==> src/rtl/ps2_cmd_ctrl.sv <==
// PS/2 host command sequencer: sends a command (plus optional argument byte),
// handles ACK/RESEND/ERROR replies, collects response bytes and forwards unsolicited bytes.
module ps2_cmd_ctrl #(
  parameter int unsigned ACK_TIMEOUT = 320000,
  parameter int unsigned MAX_RETRY   = 3
) (
  input  logic       clk,
  input  logic       rst_n,
  input  logic       cmd_valid,
  output logic       cmd_ready,
  input  logic [7:0] cmd_byte,
  input  logic       cmd_has_arg,
  input  logic [7:0] cmd_arg,
  input  logic [1:0] cmd_nresp,
  output logic       done,
  output logic [1:0] status,
  output logic       resp_valid,
  output logic [7:0] resp_data,
  output logic       key_valid,
  output logic [7:0] key_data,
  output logic       tx_ena,
  output logic [7:0] tx_data,
  input  logic       tx_active,
  input  logic       tx_err,
  input  logic       rx_valid,
  input  logic [7:0] rx_data
);

  localparam int unsigned RW_RAW = $clog2(MAX_RETRY + 1);
  localparam int unsigned RW     = (RW_RAW < 2) ? 2 : RW_RAW;
  localparam logic [RW-1:0] RETRY_MAX = RW'(MAX_RETRY);
  localparam logic [18:0]   TMO_LOAD  = 19'(ACK_TIMEOUT - 1);

  localparam logic [7:0] DEV_ACK    = 8'hFA;
  localparam logic [7:0] DEV_RESEND = 8'hFE;
  localparam logic [7:0] DEV_ERROR  = 8'hFC;

  typedef enum logic [2:0] {
    IDLE = 3'd0,
    SEND = 3'd1,
    TXG  = 3'd2,
    TXW  = 3'd3,
    WACK = 3'd4,
    WRSP = 3'd5,
    FIN  = 3'd6
  } state_e;

  typedef enum logic {
    PH_CMD = 1'b0,
    PH_ARG = 1'b1
  } phase_e;

  typedef enum logic [1:0] {
    ST_OK      = 2'd0,
    ST_TIMEOUT = 2'd1,
    ST_NAK     = 2'd2,
    ST_TXERR   = 2'd3
  } status_e;

  state_e         state_q, state_d;
  phase_e         phase_q, phase_d;
  status_e        status_q, status_d;
  logic [18:0]    timer_q, timer_d;
  logic [RW-1:0]  retry_q, retry_d;
  logic [7:0]     cmd_q, cmd_d;
  logic [7:0]     arg_q, arg_d;
  logic           has_arg_q, has_arg_d;
  logic [1:0]     nresp_q, nresp_d;
  logic [7:0]     tx_data_q, tx_data_d;
  logic           resp_valid_q, resp_valid_d;
  logic [7:0]     resp_data_q, resp_data_d;
  logic           key_valid_q, key_valid_d;
  logic [7:0]     key_data_q, key_data_d;

  assign cmd_ready  = (state_q == IDLE);
  assign tx_ena     = (state_q == SEND);
  assign done       = (state_q == FIN);
  assign status     = status_q;
  assign tx_data    = tx_data_q;
  assign resp_valid = resp_valid_q;
  assign resp_data  = resp_data_q;
  assign key_valid  = key_valid_q;
  assign key_data   = key_data_q;

  always_ff @(posedge clk or negedge rst_n) begin
    if (!rst_n) begin
      state_q      <= IDLE;
      phase_q      <= PH_CMD;
      status_q     <= ST_OK;
      timer_q      <= '0;
      retry_q      <= '0;
      cmd_q        <= '0;
      arg_q        <= '0;
      has_arg_q    <= 1'b0;
      nresp_q      <= '0;
      tx_data_q    <= '0;
      resp_valid_q <= 1'b0;
      resp_data_q  <= '0;
      key_valid_q  <= 1'b0;
      key_data_q   <= '0;
    end else begin
      state_q      <= state_d;
      phase_q      <= phase_d;
      status_q     <= status_d;
      timer_q      <= timer_d;
      retry_q      <= retry_d;
      cmd_q        <= cmd_d;
      arg_q        <= arg_d;
      has_arg_q    <= has_arg_d;
      nresp_q      <= nresp_d;
      tx_data_q    <= tx_data_d;
      resp_valid_q <= resp_valid_d;
      resp_data_q  <= resp_data_d;
      key_valid_q  <= key_valid_d;
      key_data_q   <= key_data_d;
    end
  end

  always_comb begin
    state_d      = state_q;
    phase_d      = phase_q;
    status_d     = status_q;
    timer_d      = timer_q;
    retry_d      = retry_q;
    cmd_d        = cmd_q;
    arg_d        = arg_q;
    has_arg_d    = has_arg_q;
    nresp_d      = nresp_q;
    tx_data_d    = tx_data_q;
    resp_valid_d = 1'b0;
    resp_data_d  = resp_data_q;
    key_valid_d  = 1'b0;
    key_data_d   = key_data_q;

    case (state_q)
      IDLE: begin
        // Unsolicited bytes are forwarded even when a command starts in the same cycle.
        if (rx_valid) begin
          key_valid_d = 1'b1;
          key_data_d  = rx_data;
        end
        if (cmd_valid) begin
          cmd_d     = cmd_byte;
          arg_d     = cmd_arg;
          has_arg_d = cmd_has_arg;
          nresp_d   = cmd_nresp;
          phase_d   = PH_CMD;
          retry_d   = '0;
          tx_data_d = cmd_byte;
          state_d   = SEND;
        end
      end

      SEND: state_d = TXG;

      TXG:  state_d = TXW;

      TXW: begin
        if (!tx_active) begin
          if (tx_err) begin
            if (retry_q < RETRY_MAX) begin
              retry_d = retry_q + 1'b1;
              state_d = SEND;
            end else begin
              status_d = ST_TXERR;
              state_d  = FIN;
            end
          end else begin
            timer_d = TMO_LOAD;
            state_d = WACK;
          end
        end
      end

      WACK: begin
        if (rx_valid && rx_data == DEV_ACK) begin
          if (phase_q == PH_CMD && has_arg_q) begin
            phase_d   = PH_ARG;
            retry_d   = '0;
            tx_data_d = arg_q;
            state_d   = SEND;
          end else if (nresp_q == 2'd0) begin
            status_d = ST_OK;
            state_d  = FIN;
          end else begin
            timer_d = TMO_LOAD;
            state_d = WRSP;
          end
        end else if (rx_valid && rx_data == DEV_RESEND) begin
          if (retry_q < RETRY_MAX) begin
            retry_d = retry_q + 1'b1;
            state_d = SEND;
          end else begin
            status_d = ST_NAK;
            state_d  = FIN;
          end
        end else if (rx_valid && rx_data == DEV_ERROR) begin
          status_d = ST_NAK;
          state_d  = FIN;
        end else if (timer_q == '0) begin
          // Any other byte is ignored and does not stall the timeout.
          status_d = ST_TIMEOUT;
          state_d  = FIN;
        end else begin
          timer_d = timer_q - 19'd1;
        end
      end

      WRSP: begin
        if (rx_valid) begin
          resp_valid_d = 1'b1;
          resp_data_d  = rx_data;
          timer_d      = TMO_LOAD;
          nresp_d      = nresp_q - 2'd1;
          if (nresp_q == 2'd1) begin
            status_d = ST_OK;
            state_d  = FIN;
          end
        end else if (timer_q == '0) begin
          status_d = ST_TIMEOUT;
          state_d  = FIN;
        end else begin
          timer_d = timer_q - 19'd1;
        end
      end

      FIN: state_d = IDLE;

      default: state_d = IDLE;
    endcase
  end

endmodule

==> config.mk <==
export PLATFORM = sky130hd
export DESIGN_NAME = ps2_cmd_ctrl
export DESIGN_NICKNAME = d
export VERILOG_FILES = /design/src/rtl/ps2_cmd_ctrl.sv
export SDC_FILE = /design/constraint.sdc
export NUM_CORES = 1
export LEC_CHECK = 0
export ABC_CLOCK_PERIOD_IN_PS = 2900
export BUFFER_PORTS_ARGS = -buffer_cell sky130_fd_sc_hd__buf_2
export CORE_MARGIN = 2
export CORE_UTILIZATION = 55
export CTS_CLUSTER_SIZE = 14
export DETAILED_ROUTE_END_ITERATION = 8
export GPL_ROUTABILITY_DRIVEN = 0
export PLACE_DENSITY = 0.87
export SLEW_MARGIN = 20
export SYNTH_ARGS = -nofsm -noshare
export SYNTH_HDL_FRONTEND = slang
export SYNTH_SLANG_ARGS = --single-unit
==> constraint.sdc <==
create_clock -name clk -period 2.9 [get_ports clk]
set_input_delay 0.725 -clock clk [delete_from_list [all_inputs] [get_ports clk]]
set_output_delay 0.725 -clock clk [all_outputs]
set_load 0.01 [all_outputs]
== Word level (Yosys, flattened, before mapping) ==
Index checks and enable logic that the tools add are counted.
Word-level totals
  word-level logic and storage cells: 123
  bits of input ports: 33
  register bits after elaboration: 64
  output and inout bits: 31
Operators by class
  equality and inequality tests: 27
  reduce and logical (&&, ||, !) cells: 20
  order comparisons: 1
  multiplexer cells: 58
  add/subtract/negate cells: 3
  bitwise logic cells: 1
Operators by type and width (count)
  $mux 19: 9
  $pmux 19 s3: 1
  $mux 2: 22
  $mux 3: 11
  $eq 8x8->1 const B: 3
  $mux 8: 3
  $ne 3x3->1 const B: 8
  $logic_not 19->1: 1
  $sub 19x1->19 const B: 1
  $pmux 3 s6: 1
  $ne 2x2->1 const B: 8
  $pmux 8 s2: 1
  $pmux 2 s3: 2
  $eq 3x3->1 const B: 3
  $reduce_and 8->1: 1
  $reduce_and 7->1: 1
  $eq 3x2->1 const B: 2
  $mux 1: 6
  $reduce_and 2->1: 3
  $reduce_and 3->1: 2
  $reduce_and 6->1: 1
  $reduce_bool 3->1: 2
  $logic_and 1x1->1: 4
  $ne 4x4->1 const B: 1
  other kinds (12): 13

== Longest topological paths before layout ==
  depth in word-level cells: 6
  depth in mapped cells: 9
  depth with buffers taken out: 8

== Worst setup path before layout ==
Ideal clock, no wire load.
  kind: register to register
  start point: register timer_q[7]
  end point: register state_q[0]
  data arrival time: 2217 ps
  setup time: 121 ps
  setup slack: 562 ps
  buffers on the path: 0
  data required time: 2779 ps
  clock period less this slack: 2338 ps
  cell stages (with the launch flop): 7
  cell sequence: dfrtp_1 > or4_4 > or4_4 > nor2_8 > nor2_2 > a221o_1 > a22o_1
On the way
  word-level cells in the longest chain between the ends: 6
  elaborated cells on any way between the ends: 7
  classes of those cells: mux: 6; reduce/logical: 1
RTL lines
  start, declared: RTL line 63  | logic [18:0] timer_q, timer_d;
  start signal, assigned: RTL line 105  | timer_q <= timer_d;
  $logic_not 19->1 *: RTL line 200, 219
  $mux 3 *
  $mux 3 (3 in series)
  $pmux 3 s6 *
  end signal, assigned: RTL line 102  | state_q <= state_d;
  end, declared: RTL line 60  | state_e state_q, state_d;
Every way passes the cells marked *; elsewhere a longest branch is shown, timed or not.
A chain may end at the register's enable or synchronous reset.

== Worst setup path in the final report ==
Same ends and word-level chain as after synthesis.

==> impl_metrics.tcl <==
set metrics [dict create \
    status "finished clean" \
    overflow 0 \
    grt_pass1_vias 2736 \
    clk_latency_ns 0.35 \
    min_period_ns 2.57 \
    cts_setup_buffers 0 \
    crit_path_start "timer_q[7]" \
    antenna_found_initial 0 \
    area_growth_pct 22.2 \
    cts_max_path_buffers 2 \
    setup.worst_path.end_class "register" \
    mostFrequentLayoutCell "dfrtp_1" \
    ant_nets 0 \
    slew_violations 0 \
    synth.net_count 363 \
    cts_resized 0 \
    wl_met2_mm 3.78 \
    rr_endpoint "state_q[0]" \
    vias_per_cell 5.92 \
    synthFlopType "dfrtp_1" \
    cts_tree "yes" \
    wirelength_met1_mm 3.37 \
    fin_util_pct 68.8 \
    htreeDepth 3 \
    top_layer_used "met4" \
    relSlewSlack_pct 60.8 \
    cpMaxStageDelayCell "or4_4" \
    syn_area_mm2 0.00330 \
    cts_hold_buffers 0 \
    cts_buffers 9 \
    row_count 28 \
    path_class "register to register" \
    r2r-start "timer_q[7]" \
    syn_area_per_cell_um2 10.1 \
    ys_ff_latch 64 \
    ys_async_sr_fraction_pct 100 \
    final_nets 434 \
    wl_met3_um 438 \
    fp.dieW_um 81.4 \
    dieArea_mm2 0.00663 \
    cp_max_fo 16 \
    grt_use_total_pct 25.6 \
    maxCapViolCount 0 \
    reg2reg_depth 6 \
    drive_gt1_share_pct 30.1 \
    rsz0062_at_grt "false" \
    crit_path_frequent_cell "or4_4" \
    placed_cell_area_mm2 0.00374 \
    cts_root_buf "clkbuf_8" \
    crit_buf_inv 0 \
    route.detailed.drc 0 \
    grt_pass1_wl_mm 12.8 \
    yosysSeqAreaShare_pct 48.6 \
    setup_tns_ns 0 \
    skew_ns 0.00416 \
    yosys-top-cells-area "dfrtp_1 (49%), mux2_2 (7.9%), a21oi_1 (3.5%), nor2_1 (3.2%), mux2i_1 (2.7%)" \
    path_delay_family "simple AND/OR/NAND/NOR gates" \
    final_cell_area_mm2 0.00403 \
    pin_count 64 \
    rrSetupSlack_ns 0.33 \
    mostFrequentLayoutCells "dfrtp_1 (64), buf_2 (63), nor2_1 (28), a21oi_1 (23), mux2_2 (23)" \
    portBuffers 63 \
    worstHoldPathType "input port to asynchronous set/reset pin" \
    power_leakage_nw 1.86 \
    n_antenna_cell 0 \
    yosysTopAreaCell "dfrtp_1" \
    fmax_mhz 389 \
    start_util_pct 56.3 \
    p_per_area_mw_per_mm2 960 \
    final.period_utilization_pct 88.7 \
    synth_edf_count 0 \
    firstDrtPassIters 5 \
    power.total_mw 3.87 \
    ys_types 57 \
    setup_viol 0 \
    finalHoldViolations 0 \
    post-dp-hpwl_mm 5.34 \
    crit_path_cell_trace "or4_4, or4_4, nor2_8, nor2_2, a221o_1, a22o_1" \
    wirelength_mm 7.77 \
    worst_pin_slew_ns 0.586 \
    path_clk_slew_ns 0.07 \
    fill_cells 417 \
    clkSinkCount 64 \
    yosys.area.top_type_share_pct 48.6 \
    vias 2825 \
    core-area_mm2 0.00585 \
    grt_max_degree 27 \
    worstSetupStartpointType "register" \
    netlist_instances 326 \
    die_h_um 81.4 \
    first_iter_violations 207 \
    synth-warning-count 0 \
    irDropWorstVdd_v 0.000658 \
    crit_required_ns 3.14 \
    arrival_ns 2.81 \
    cpPeakStageDelay_ns 0.57 \
    wl_per_cell_um 16.3 \
]
## Yosys cell counts, types with 4 or more instances
library cell	count
dfrtp_1	64
nor2_1	28
a21oi_1	23
mux2_2	23
nand2_1	20
o21ai_0	17
nor3_1	14
clkbuf_1	11
nor2b_1	10
inv_1	9
mux2i_1	9
xnor2_1	8
and2_1	6
nand3_1	6
nor4_1	6
or3_1	5
a21o_1	4
ha_1	4
nand2b_1	4
## per-stage QoR
step | worst slack (ns) | hold WS [ns] | instances
2_1_floorplan | 0.562 | 0.429 | 326
3_3_place_gp | 0.385 | 0.460 | 461
3_5_place_dp | 0.321 | 0.481 | 461
4_1_cts | 0.351 | 0.374 | 477
5_1_grt | 0.267 | 0.412 | 477
6_report | 0.327 | 0.370 | 477
## area by class of cell
class	instances	area (um^2)	area share (%)
timing repair buffer	74	398	9.88
clock inverter	7	166	4.13
tap	75	93.8	2.33
multi-input combinational	239	1610	40.0
clock buffer	9	124	3.08
inverter	9	33.8	0.839
sequential	64	1600	39.8
## cell families after synthesis
| family | Yosys count | synth area share [%] |
|---|---|---|
| AOI/OAI and AO/OA | 75 | 14.7 |
| xor gates and xnor gates | 8 | 2.13 |
| adders and majority gates | 4 | 1.52 |
| buffers and inverters | 23 | 2.70 |
| DFF | 64 | 48.6 |
| muxes | 32 | 10.6 |
| and+or+nand+nor | 120 | 19.8 |
## registers in the layout, indices dropped and copies added (netlist names), 2 cells and up
name	count
tx_data	8
timer_q	19
key_data	8
resp_data	8
arg_q	8
status	2
retry_q	2
state_q	3
nresp_q	2
## routing by layer
layer / up-vias / track usage, %
li1: 1333 / -
met1: 1366 / 33.8
met2: 111 / 39.6
met3: 15 / 5.71
met4: 0 / 13.9
met5: - / 0
## power by group
group / switching, mW / internal [mW] / total [mW]
Clock: 0.372 / 0.748 / 1.12
Sequential: 0.236 / 1.21 / 1.44
Combinational: 0.694 / 0.613 / 1.31
Total: 1.30 / 2.57 / 3.87
## worst max path at each step
stage	endpoint	slack, ns	cells after the start
5_1_grt	state_q[0]	0.27	6
6_report	state_q[0]	0.33	6
3_3_place_gp	state_q[0]	0.39	6
3_5_place_dp	timer_q[9]	0.32	8
4_1_cts	state_q[0]	0.35	6
2_1_floorplan	state_q[0]	0.56	6
(Power assumes the default switching activity.)
